File: config.mk
export PLATFORM = sky130hd
export DESIGN_NAME = muldiv_iter
export DESIGN_NICKNAME = d
export VERILOG_FILES = /design/src/rtl/muldiv_iter.sv
export SDC_FILE = /design/constraint.sdc
export NUM_CORES = 1
export LEC_CHECK = 0
export BUFFER_PORTS_ARGS = -buffer_cell sky130_fd_sc_hd__clkbuf_2
export CAP_MARGIN = 15
export CORE_MARGIN = 2
export CORE_UTILIZATION = 63
export DETAILED_ROUTE_END_ITERATION = 8
export PLACE_DENSITY = 0.88
export RECOVER_POWER = 50
export REMOVE_ABC_BUFFERS = 1
export SLEW_MARGIN = 20
export SYNTH_ARGS = -nofsm -noshare
export SYNTH_HDL_FRONTEND = slang
export SYNTH_SLANG_ARGS = --single-unit
File: constraint.sdc
create_clock -name clk -period 4.2 [get_ports clk]
set_input_delay 0.84 -clock clk [delete_from_list [all_inputs] [get_ports clk]]
set_output_delay 0.84 -clock clk [all_outputs]
set_load 0.01 [all_outputs]
File: src/rtl/muldiv_iter.sv
// -----------------------------------------------------------------------------
// muldiv_iter -- iterative RV32M multiply / divide unit
//
// Computes the eight RV32M operations (MUL, MULH, MULHSU, MULHU, DIV, DIVU,
// REM, REMU) on magnitudes. It uses shift-add multiply and restoring divide,
// retiring STEP bits per clock, with a final sign-fix cycle.
//
// Timing, counted from the cycle in which start is sampled high:
//   - Normal operation: done pulses XLEN/STEP+2 cycles later.
//   - Divide-by-zero and signed-overflow divides skip the iterative phase.
//     They finish 2 cycles after start.
//
// Parameters
//   XLEN    operand / result width (even, >= 8)
//   STEP    bits retired per CALC cycle (1, 2 or 4; divides XLEN)
//
// Ports
//   clk     clock, all state changes on the rising edge
//   reset   synchronous active-high reset
//   start   operation request, accepted only in IDLE or DONE
//   funct3  RV32M operation select
//   srca    rs1: multiplicand / dividend
//   srcb    rs2: multiplier / divisor
//   flush   abort any in-flight operation (wins over start)
//   busy    high while iterating (CALC) or sign-fixing (FIX)
//   done    one-cycle pulse; result is valid
//   result  operation result, held until the next completion
// -----------------------------------------------------------------------------
module muldiv_iter #(
    parameter int XLEN = 32,
    parameter int STEP = 1
) (
    input  logic            clk,
    input  logic            reset,
    input  logic            start,
    input  logic [2:0]      funct3,
    input  logic [XLEN-1:0] srca,
    input  logic [XLEN-1:0] srcb,
    input  logic            flush,
    output logic            busy,
    output logic            done,
    output logic [XLEN-1:0] result
);

    localparam int ITER = XLEN / STEP;
    localparam int CW   = $clog2(ITER) + 1;
    localparam int PW   = 2 * XLEN;
    localparam logic [XLEN-1:0] MIN_NEG = {1'b1, {(XLEN-1){1'b0}}};

    typedef enum logic [1:0] {
        S_IDLE,
        S_CALC,
        S_FIX,
        S_DONE
    } state_t;

    state_t          state_reg;
    logic [CW-1:0]   cnt_reg;
    logic [2:0]      op_reg;
    // acc_reg: product high half / partial remainder
    // lo_reg : multiplier bits being consumed / dividend turning into quotient
    // opd_reg: multiplicand magnitude / divisor magnitude
    logic [XLEN-1:0] acc_reg;
    logic [XLEN-1:0] lo_reg;
    logic [XLEN-1:0] opd_reg;
    logic            neg_reg;   // negate product or quotient in FIX
    logic            negr_reg;  // negate remainder in FIX
    logic            busy_reg;
    logic            done_reg;
    logic [XLEN-1:0] result_reg;

    assign busy   = busy_reg;
    assign done   = done_reg;
    assign result = result_reg;

    // ------------------------------------------------------------------
    // Operand decode at start: signedness, magnitudes, bypass cases
    // ------------------------------------------------------------------
    logic            a_signed;
    logic            b_signed;
    logic            a_neg;
    logic            b_neg;
    logic [XLEN-1:0] a_mag;
    logic [XLEN-1:0] b_mag;
    logic            div_zero;
    logic            div_ovf;

    always_comb begin
        a_signed = 1'b0;
        b_signed = 1'b0;
        case (funct3)
            3'b001:         begin a_signed = 1'b1; b_signed = 1'b1; end // MULH
            3'b010:         begin a_signed = 1'b1; b_signed = 1'b0; end // MULHSU
            3'b100, 3'b110: begin a_signed = 1'b1; b_signed = 1'b1; end // DIV, REM
            default:        begin a_signed = 1'b0; b_signed = 1'b0; end
        endcase
        a_neg    = a_signed & srca[XLEN-1];
        b_neg    = b_signed & srcb[XLEN-1];
        a_mag    = a_neg ? ((~srca) + XLEN'(1)) : srca;
        b_mag    = b_neg ? ((~srcb) + XLEN'(1)) : srcb;
        div_zero = funct3[2] && (srcb == '0);
        div_ovf  = funct3[2] && !funct3[0] && (srca == MIN_NEG) && (srcb == '1);
    end

    // ------------------------------------------------------------------
    // Iteration datapath: STEP chained single-bit stages for both the
    // shift-add multiplier and the restoring divider. Each stage reads the
    // previous stage's outputs by hierarchical reference so there is no
    // self-referencing vector in the chain.
    // ------------------------------------------------------------------
    genvar gi;
    generate
        for (gi = 0; gi < STEP; gi++) begin : g_step
            logic [XLEN-1:0] m_hi_in;
            logic [XLEN-1:0] m_lo_in;
            logic [XLEN-1:0] d_rem_in;
            logic [XLEN-1:0] d_quo_in;
            logic [XLEN-1:0] m_hi_out;
            logic [XLEN-1:0] m_lo_out;
            logic [XLEN-1:0] d_rem_out;
            logic [XLEN-1:0] d_quo_out;
            logic [XLEN:0]   m_sum;
            logic [XLEN:0]   d_shift;
            logic            d_ge;
            logic [XLEN-1:0] d_sub;

            if (gi == 0) begin : g_first
                assign m_hi_in  = acc_reg;
                assign m_lo_in  = lo_reg;
                assign d_rem_in = acc_reg;
                assign d_quo_in = lo_reg;
            end else begin : g_chain
                assign m_hi_in  = g_step[gi-1].m_hi_out;
                assign m_lo_in  = g_step[gi-1].m_lo_out;
                assign d_rem_in = g_step[gi-1].d_rem_out;
                assign d_quo_in = g_step[gi-1].d_quo_out;
            end

            // Multiply: add multiplicand when the current multiplier bit is
            // set, then shift the 2*XLEN product right by one. The carry
            // ends up in the top bit.
            assign m_sum    = {1'b0, m_hi_in} + (m_lo_in[0] ? {1'b0, opd_reg} : '0);
            assign m_hi_out = m_sum[XLEN:1];
            assign m_lo_out = {m_sum[0], m_lo_in[XLEN-1:1]};

            // Divide: bring in the next dividend bit. Subtract the divisor
            // when it fits. The remainder always stays below the divisor, so
            // the low XLEN bits of the difference are exact.
            assign d_shift   = {d_rem_in, d_quo_in[XLEN-1]};
            assign d_ge      = d_shift >= {1'b0, opd_reg};
            assign d_sub     = d_shift[XLEN-1:0] - opd_reg;
            assign d_rem_out = d_ge ? d_sub : d_shift[XLEN-1:0];
            assign d_quo_out = {d_quo_in[XLEN-2:0], d_ge};
        end
    endgenerate

    logic [XLEN-1:0] acc_next;
    logic [XLEN-1:0] lo_next;

    always_comb begin
        acc_next = g_step[STEP-1].m_hi_out;
        lo_next  = g_step[STEP-1].m_lo_out;
        if (op_reg[2]) begin
            acc_next = g_step[STEP-1].d_rem_out;
            lo_next  = g_step[STEP-1].d_quo_out;
        end
    end

    // ------------------------------------------------------------------
    // Sign correction and result selection (evaluated in FIX)
    // ------------------------------------------------------------------
    logic [PW-1:0]   prod_raw;
    logic [PW-1:0]   prod_fix;
    logic [XLEN-1:0] quo_fix;
    logic [XLEN-1:0] rem_fix;
    logic [XLEN-1:0] fix_value;

    always_comb begin
        prod_raw = {acc_reg, lo_reg};
        prod_fix = neg_reg ? ((~prod_raw) + PW'(1)) : prod_raw;
        quo_fix  = neg_reg ? ((~lo_reg) + XLEN'(1)) : lo_reg;
        rem_fix  = negr_reg ? ((~acc_reg) + XLEN'(1)) : acc_reg;
        if (op_reg[2]) begin
            fix_value = op_reg[1] ? rem_fix : quo_fix;
        end else if (op_reg[1:0] == 2'b00) begin
            fix_value = prod_fix[XLEN-1:0];
        end else begin
            fix_value = prod_fix[PW-1:XLEN];
        end
    end

    // ------------------------------------------------------------------
    // Control FSM with registered outputs
    // ------------------------------------------------------------------
    always_ff @(posedge clk) begin
        if (reset) begin
            state_reg  <= S_IDLE;
            cnt_reg    <= '0;
            op_reg     <= '0;
            acc_reg    <= '0;
            lo_reg     <= '0;
            opd_reg    <= '0;
            neg_reg    <= 1'b0;
            negr_reg   <= 1'b0;
            busy_reg   <= 1'b0;
            done_reg   <= 1'b0;
            result_reg <= '0;
        end else if (flush) begin
            // Abort: drop any request and leave result untouched.
            state_reg <= S_IDLE;
            cnt_reg   <= '0;
            busy_reg  <= 1'b0;
            done_reg  <= 1'b0;
        end else begin
            case (state_reg)
                S_IDLE, S_DONE: begin
                    done_reg <= 1'b0;
                    if (start) begin
                        op_reg   <= funct3;
                        cnt_reg  <= '0;
                        busy_reg <= 1'b1;
                        if (!funct3[2]) begin
                            // Multiply: multiplier bits go in lo, product grows in acc
                            acc_reg   <= '0;
                            lo_reg    <= b_mag;
                            opd_reg   <= a_mag;
                            neg_reg   <= a_neg ^ b_neg;
                            negr_reg  <= 1'b0;
                            state_reg <= S_CALC;
                        end else if (div_zero) begin
                            // Quotient all ones, remainder = dividend (sign restored in FIX)
                            acc_reg   <= a_mag;
                            lo_reg    <= '1;
                            opd_reg   <= b_mag;
                            neg_reg   <= 1'b0;
                            negr_reg  <= a_neg;
                            state_reg <= S_FIX;
                        end else if (div_ovf) begin
                            // Quotient = dividend bit pattern, remainder = 0
                            acc_reg   <= '0;
                            lo_reg    <= srca;
                            opd_reg   <= b_mag;
                            neg_reg   <= 1'b0;
                            negr_reg  <= 1'b0;
                            state_reg <= S_FIX;
                        end else begin
                            acc_reg   <= '0;
                            lo_reg    <= a_mag;
                            opd_reg   <= b_mag;
                            neg_reg   <= a_neg ^ b_neg;
                            negr_reg  <= a_neg;
                            state_reg <= S_CALC;
                        end
                    end else begin
                        busy_reg  <= 1'b0;
                        state_reg <= S_IDLE;
                    end
                end
                S_CALC: begin
                    acc_reg <= acc_next;
                    lo_reg  <= lo_next;
                    cnt_reg <= cnt_reg + CW'(1);
                    if (cnt_reg == CW'(ITER - 1)) begin
                        state_reg <= S_FIX;
                    end
                end
                S_FIX: begin
                    result_reg <= fix_value;
                    busy_reg   <= 1'b0;
                    done_reg   <= 1'b1;
                    state_reg  <= S_DONE;
                end
                default: begin
                    busy_reg  <= 1'b0;
                    done_reg  <= 1'b0;
                    state_reg <= S_IDLE;
                end
            endcase
        end
    end

endmodule

==> metrics.csv, run 1 <==
stage,metric,value,unit
grt,largest net degree at the start of global routing,78,
floorplanning,Initial Util,64.25,%
floorplanning,row count,55,
final_layout,number of fillers in the final layout,1957,
final_layout,"most common cell after layout, fill and taps aside",nor2_1,
sta,Setup Skew,0.01212,ns
final_layout,layout cells sized above 1,10.65,%
logic_synthesis,yosys warns,0,
power_and_ir_drop,maximum vdd drop,0.2839,mV
cts,TritonCTS Sinks,143,
logic_synthesis,Syn Area/Cell,6.985,µm²
sta,Worst slew margin,-82.96,%
power_and_ir_drop,total power,5.097,mW
route,post-route ant nets,0,
floorplanning,die area,0.02439,mm²
setup_path,crit path kind,flip-flop to flip-flop,
cts,CTS tree,yes,
setup_path,arrival time of the worst setup path,4.38,ns
floorplanning,Die X,156.2,µm
logic_synthesis,sequential share of the synthesized area,19.62,%
grt,vias in the first global route,16170,
sta,RSZ-0062 raised after global routing,false,
hold_path,Hold Crit Class,flip-flop to flip-flop,
logic_synthesis,Synth Cell Area,0.01459,mm²
route,metal3 WL,7741,µm
cts,clk_lat worst skew,0.44,ns
route,drt via density,7.075,
logic_synthesis,Syn Inst Count,2089,
placement,IO buf count,104,
route,Avg WL per Cell,23.84,µm
route,routed length on met2,24110,µm
cts,clock buffer depth,2,
outcome,failing checks,"capacitance limit, slew limit",
sta,Final Setup Violations,0,
hold_path,HP Start,result[8],
setup_path,Critical R2R Launch,acc_reg[0],
sta,Final min period,4.070,ns
setup_path,CP Max Fanout,10,
route,DRT iter0 DRCs,2645,
grt,global-route wire length before repair,89600,µm
setup_path,critical path launch point,acc_reg[0],
cts,PostCTS Resize Cnt,0,
sta,period utilization,96.90,%
final_layout,Multi-input gate area,0.01089,mm²
floorplanning,Die H,156.2,µm
cts,post-cts hold buffer count,0,
cts,H-tree depth,4,
sta,Hold WS,0.4442,ns
cts,setup repair bufs after CTS,0,
placement,post-detail-place hpwl,43920,µm
grt,initial antenna violation count,1,
final_layout,"Area growth, synth to finish",10.96,%
grt,Total Routing Usage GR,47.40,%
final_layout,design area,0.01619,mm²
route,drt drc,0,
logic_synthesis,Synth async-reset ratio,0,%
route,DRT Pass-1 Iters,9,
logic_synthesis,Yosys cell types,82,
run,Max-Cap Viols,1,
final_layout,most frequent cells in the layout,"nor2_1, a21oi_1, nand2_1, o21ai_0, dfxtp_1",
sta,max-slew violations,55,
final_layout,NumNets Final,2302,
cts,CTS buffer count,17,
sta,Slew @ Worst Pin,2.744,ns
logic_synthesis,Post-synth EDFFs,0,
outcome,status,"complete, but fails checks",
route,routed via count,17370,
logic_synthesis,#FFs+latches synth,143,
floorplanning,io pins,105,
placement,Placer Congestion,1.098,
power_and_ir_drop,Cell Pwr Density,314.8,mW/mm²
floorplanning,CORE AREA,0.02271,mm²
final_layout,register area,0.002867,mm²
route,highest metal used,met4,
cts,Clock Tree Root,clkbuf_16,
logic_synthesis,prevailing post-synth register cell,dfxtp_1,
grt,Overflow after GRT,0,
sta,fmax,245.7,MHz
placement,post-placement cell area,0.01566,mm²
route,final wirelength,58530,µm
setup_path,Critical Path Sink Type,flip-flop,
route,wl on met1,22720,µm
setup_path,Required @ worst endpoint,4.51,ns
sta,Final Hold Viols,0,
power_and_ir_drop,Pleak,6.194,nW
cts,Worst-path clk slew,0.07,ns
setup_path,Worst Setup Start Kind,flip-flop,
Yosys cell counts (27+ instances only):
| cell | number | area share, % |
|---|---|---|
| nor2_1 | 247 | 6.4 |
| a21oi_1 | 207 | 7.1 |
| nand2_1 | 184 | 4.7 |
| o21ai_0 | 181 | 6.2 |
| dfxtp_1 | 143 | 20 |
| clkbuf_1 | 132 | 3.4 |
| xnor2_1 | 110 | 6.6 |
| xor2_1 | 76 | 4.6 |
| ha_1 | 73 | 6.3 |
| nor3_1 | 67 | 2.3 |
| inv_1 | 64 | 1.6 |
| nand3_1 | 44 | 1.5 |
| a211oi_1 | 43 | 2.2 |
| mux2i_1 | 41 | 2.8 |
| o211ai_1 | 30 | 1.5 |
| nor4_1 | 27 | 1.2 |
where the power goes:
group | internal, mW | total [mW] | switching [mW]
registers | 1.43 | 1.56 | 0.125
clock network | 0.961 | 1.65 | 0.686
logic | 0.666 | 1.89 | 1.23
cells by family after synthesis:
group	after synthesis	synth area share, %
AOI/OAI and AO/OA	696	29.83
xor gates and xnor gates	186	11.16
adders and majority gates	75	6.534
buffers and inverters	220	5.865
muxes	50	3.507
DFF	143	19.62
and+or+nand+nor	719	23.48
metal layers:
| layer | track usage [%] | vias up |
|---|---|---|
| li1 | - | 7771 |
| met1 | 62.08 | 8024 |
| met2 | 68.63 | 1282 |
| met3 | 13.14 | 291 |
| met4 | 29.79 | 0 |
| met5 | 0 | - |
through the flow:
| stage | setup slack, ns | utilization (%) | cells | setup TNS [ns] |
|---|---|---|---|---|
| floorplan | -0.7883 | - | 1935 | -10.35 |
| global placement | 0.1213 | 68.94 | 2422 | 0 |
| detailed placement | 0.06798 | 68.94 | 2422 | 0 |
| CTS | 0.3383 | 71.66 | 2454 | 0 |
| global route | 0.01981 | 71.29 | 2455 | 0 |
| finish | 0.1302 | 71.29 | 2455 | 0 |
worst paths after layout:
check                    end  slack, ns  cells after the start
setup / recovery  result[30]       0.13                     12
setup reg to reg  result[30]       0.13                     12
hold reg to reg    result[8]       0.44                      2
hold / removal     result[8]       0.44                      2
final cells by class:
type                            instances  area share [%]
Tap cell                              285           2.202
Timing Repair Buffer                  202           7.481
Clock inverter                         14           1.105
Sequential cell                       143           17.70
Inverter                               66           1.530
Clock buffer                           18           2.713
Antenna cell                            1         0.01546
Multi-Input combinational cell       1726           67.25
critical path, stage by stage (launching register included):
cell and delay (ns):
dfxtp_1 0.47, inv_1 0.30, ha_1 0.27, or3b_2 0.51, nor4b_1 0.34, nand2_1 0.16, or4_1 0.64, nand2b_1 0.32
o21ai_0 0.24, xor2_1 0.18, nor2_1 0.06, o21ai_0 0.34, a21oi_1 0.13
(Power assumes the default switching activity.)
==> run 2: changes to the inputs <==
- CAP_MARGIN: 15 -> unset
- CORE_UTILIZATION: 63 -> 64
- CTS_BUF_LIST: unset -> sky130_fd_sc_hd__clkbuf_4
- PLACE_DENSITY: 0.88 -> 0.89
==> run 2 against run 1 <==
The run still ends with capacitance limit, slew limit left. Clock skew up 0.019 ns. Final cell count decreased by 0.90%. First-iteration DRC count fell by 3.8%. Final area down 3.3%. Register-to-register slack better by 0.11 ns. Non-clock buffer count fell by 22. Setup slack gained 0.11 ns. Critical endpoint is now acc_reg[31]. Largest cell class unchanged.
==> metrics.csv, run 2 (same netlist as run 1, synthesis figures left out) <==
stage,metric,value,unit,change
route,routed via count,17020,,"was 17,370"
sta,Slew @ Worst Pin,2.579,ns,was 2.744 ns
final_layout,"Area growth, synth to finish",7.349,%,was 10.96%
cts,TritonCTS Sinks,143,,unchanged
grt,global-route wire length before repair,86340,µm,"was 89,600 µm"
setup_path,Critical Path Sink Type,flip-flop,,unchanged
grt,Overflow after GRT,0,,unchanged
sta,max-slew violations,80,,was 55
hold_path,HP Start,result[25],,was result[8]
placement,post-detail-place hpwl,43520,µm,"was 43,920 µm"
floorplanning,row count,55,,unchanged
route,final wirelength,56930,µm,"was 58,530 µm"
placement,IO buf count,104,,unchanged
hold_path,Hold Crit Depth,2,,unchanged
grt,initial antenna violation count,1,,unchanged
sta,setup TNS,0,ns,unchanged
route,DRT iter0 DRCs,2544,,"was 2,645"
route,drt via density,6.993,,was 7.075
floorplanning,Initial Util,64.84,%,was 64.25%
setup_path,Critical R2R Launch,state_reg[0],,was acc_reg[0]
outcome,failing checks,"capacitance limit, slew limit",,unchanged
setup_path,Required @ worst endpoint,4.72,ns,was 4.51 ns
setup_path,crit-path most repeated cell,a211oi_1,,was o21ai_0
placement,Placer Congestion,1.067,,was 1.098
final_layout,layout cells sized above 1,9.781,%,was 10.65%
setup_path,"Critical Path, Cell by Cell","ha_1, clkbuf_1, nand2_1, nor3_1, a211oi_1, a211oi_1",,"was inv_1, ha_1, or3b_2, nor4b_1, nand2_1, or4_1, nand2b_1, o21ai_0, xor2_1, nor2_1, o21ai_0, a21oi_1"
power_and_ir_drop,maximum vdd drop,0.2162,mV,was 0.2839 mV
sta,RSZ-0062 raised after global routing,false,,unchanged
setup_path,slowest CP cell,clkbuf_1,,was or4_1
power_and_ir_drop,Cell Pwr Density,276.1,mW/mm²,was 314.8 mW/mm²
sta,Final min period,3.959,ns,was 4.070 ns
grt,Total Routing Usage GR,46.06,%,was 47.40%
setup_path,"Buf+Inv Stages, Crit Path",1,,unchanged
sta,Final Setup Violations,0,,unchanged
outcome,status,"complete, but fails checks",,unchanged
setup_path,arrival time of the worst setup path,4.48,ns,was 4.38 ns
setup_path,r2r setup slk,0.24,ns,was 0.13 ns
grt,vias in the first global route,15520,,"was 16,170"
floorplanning,io pins,105,,unchanged
setup_path,Crit path max-delay family,buffers and inverters,,was simple AND/OR/NAND/NOR gates
setup_path,Worst Setup Start Kind,flip-flop,,unchanged
cts,Clock Tree Root,clkbuf_4,,was clkbuf_16
power_and_ir_drop,total power,4.324,mW,was 5.097 mW
cts,clock buffer depth,2,,unchanged
setup_path,FF-to-FF path depth,6,,was 12
grt,largest net degree at the start of global routing,78,,unchanged
route,drt drc,0,,unchanged
cts,CTS buffer count,17,,unchanged
route,DRT Pass-1 Iters,6,,was 9
route,post-route ant nets,0,,unchanged
floorplanning,die area,0.02402,mm²,was 0.02439 mm²
power_and_ir_drop,Pleak,5.938,nW,was 6.194 nW
cts,clk_lat worst skew,0.60,ns,was 0.44 ns
sta,Worst slew margin,-71.96,%,was -82.96%
cts,Worst-path clk slew,0.15,ns,was 0.07 ns
cts,post-cts hold buffer count,0,,unchanged
floorplanning,Die X,155.0,µm,was 156.2 µm
cts,setup repair bufs after CTS,0,,unchanged
hold_path,Hold EP,result[25],,was result[8]
final_layout,most frequent cells in the layout,"nor2_1, a21oi_1, nand2_1, o21ai_0, dfxtp_1",,unchanged
setup_path,CP Max Fanout,54,,was 10
floorplanning,Die H,155.0,µm,was 156.2 µm
cts,PostCTS Resize Cnt,0,,unchanged
sta,Final Hold Viols,0,,unchanged
final_layout,NumNets Final,2280,,"was 2,302"
sta,Setup Skew,0.03130,ns,was 0.01212 ns
route,Avg WL per Cell,23.40,µm,was 23.84 µm
hold_path,Hold Crit Class,flip-flop to flip-flop,,unchanged
run,Max-Cap Viols,2,,was 1
cts,H-tree depth,4,,unchanged
setup_path,CP Depth,6,,was 12
final_layout,"most common cell after layout, fill and taps aside",nor2_1,,unchanged
sta,period utilization,94.25,%,was 96.90%
setup_path,Crit path largest cell delay,1.82,ns,was 0.64 ns
floorplanning,CORE AREA,0.02250,mm²,was 0.02271 mm²
sta,fmax,252.6,MHz,was 245.7 MHz
setup_path,crit path kind,flip-flop to flip-flop,,unchanged
cts,CTS tree,yes,,unchanged
setup_path,worst r2r dst,acc_reg[31],,was result[30]
==> run 2: worst reg2reg max path: stages (launching register included) <==
cell and delay (ns):
dfxtp_1 0.41, ha_1 0.20, clkbuf_1 1.82, nand2_1 0.76
nor3_1 0.37, a211oi_1 0.09, a211oi_1 0.23
==> run 2: final cells by class <==
class | instances | area [µm²]
diodes | 1 | 2.502
clock buffers | 17 | 127.6
clock inverters | 15 | 131.4
fillers | 2021 | 6839
inverters | 66 | 247.7
multi-input cells | 1726 | 10890
flip-flops and latches | 143 | 2867
well taps | 285 | 356.6
repair buffers | 180 | 1040
==> run 2: power breakdown <==
group | total, mW | switching, mW | leakage (nW) | internal (mW)
Combinational | 1.87 | 1.21 | 4.63 | 0.658
Sequential | 1.55 | 0.122 | 1.17 | 1.43
Clock | 0.902 | 0.602 | 0.143 | 0.300
Total | 4.32 | 1.94 | 5.94 | 2.39
==> run 2: per-stage QoR <==
step / cells / instance area, µm² / setup WS [ns] / hold WS (ns) / utilization, %
floorplan: 1935 / 13980 / -0.7883 / 0.4258 / -
global placement: 2400 / 15480 / 0.1245 / 0.4274 / 68.79
detailed placement: 2400 / 15480 / -0.03546 / 0.4367 / 68.79
CTS: 2432 / 15740 / 0.4081 / 0.4575 / 69.94
global route: 2433 / 15660 / 0.08340 / 0.4723 / 69.61
finish: 2433 / 15660 / 0.2414 / 0.4529 / 69.61
==> run 2: worst max path at each step <==
| stage | from | endpoint | slack [ns] |
|---|---|---|---|
| after floorplan | start | acc_reg[29] | -0.79 |
| after global placement | srcb[5] | acc_reg[3] | 0.12 |
| after detailed placement | srcb[5] | acc_reg[4] | -0.04 |
| after CTS | acc_reg[1] | result[28] | 0.41 |
| after global routing | state_reg[0] | acc_reg[31] | 0.08 |
| final | state_reg[0] | acc_reg[31] | 0.24 |
==> run 2: routing by layer <==
layer	up-vias	share of wire (%)	track usage, %
met5	-	0	0
met4	0	6.9	26.54
met3	232	12	9.916
met2	1233	41	68.08
met1	7833	40	61.97
li1	7717	-	-
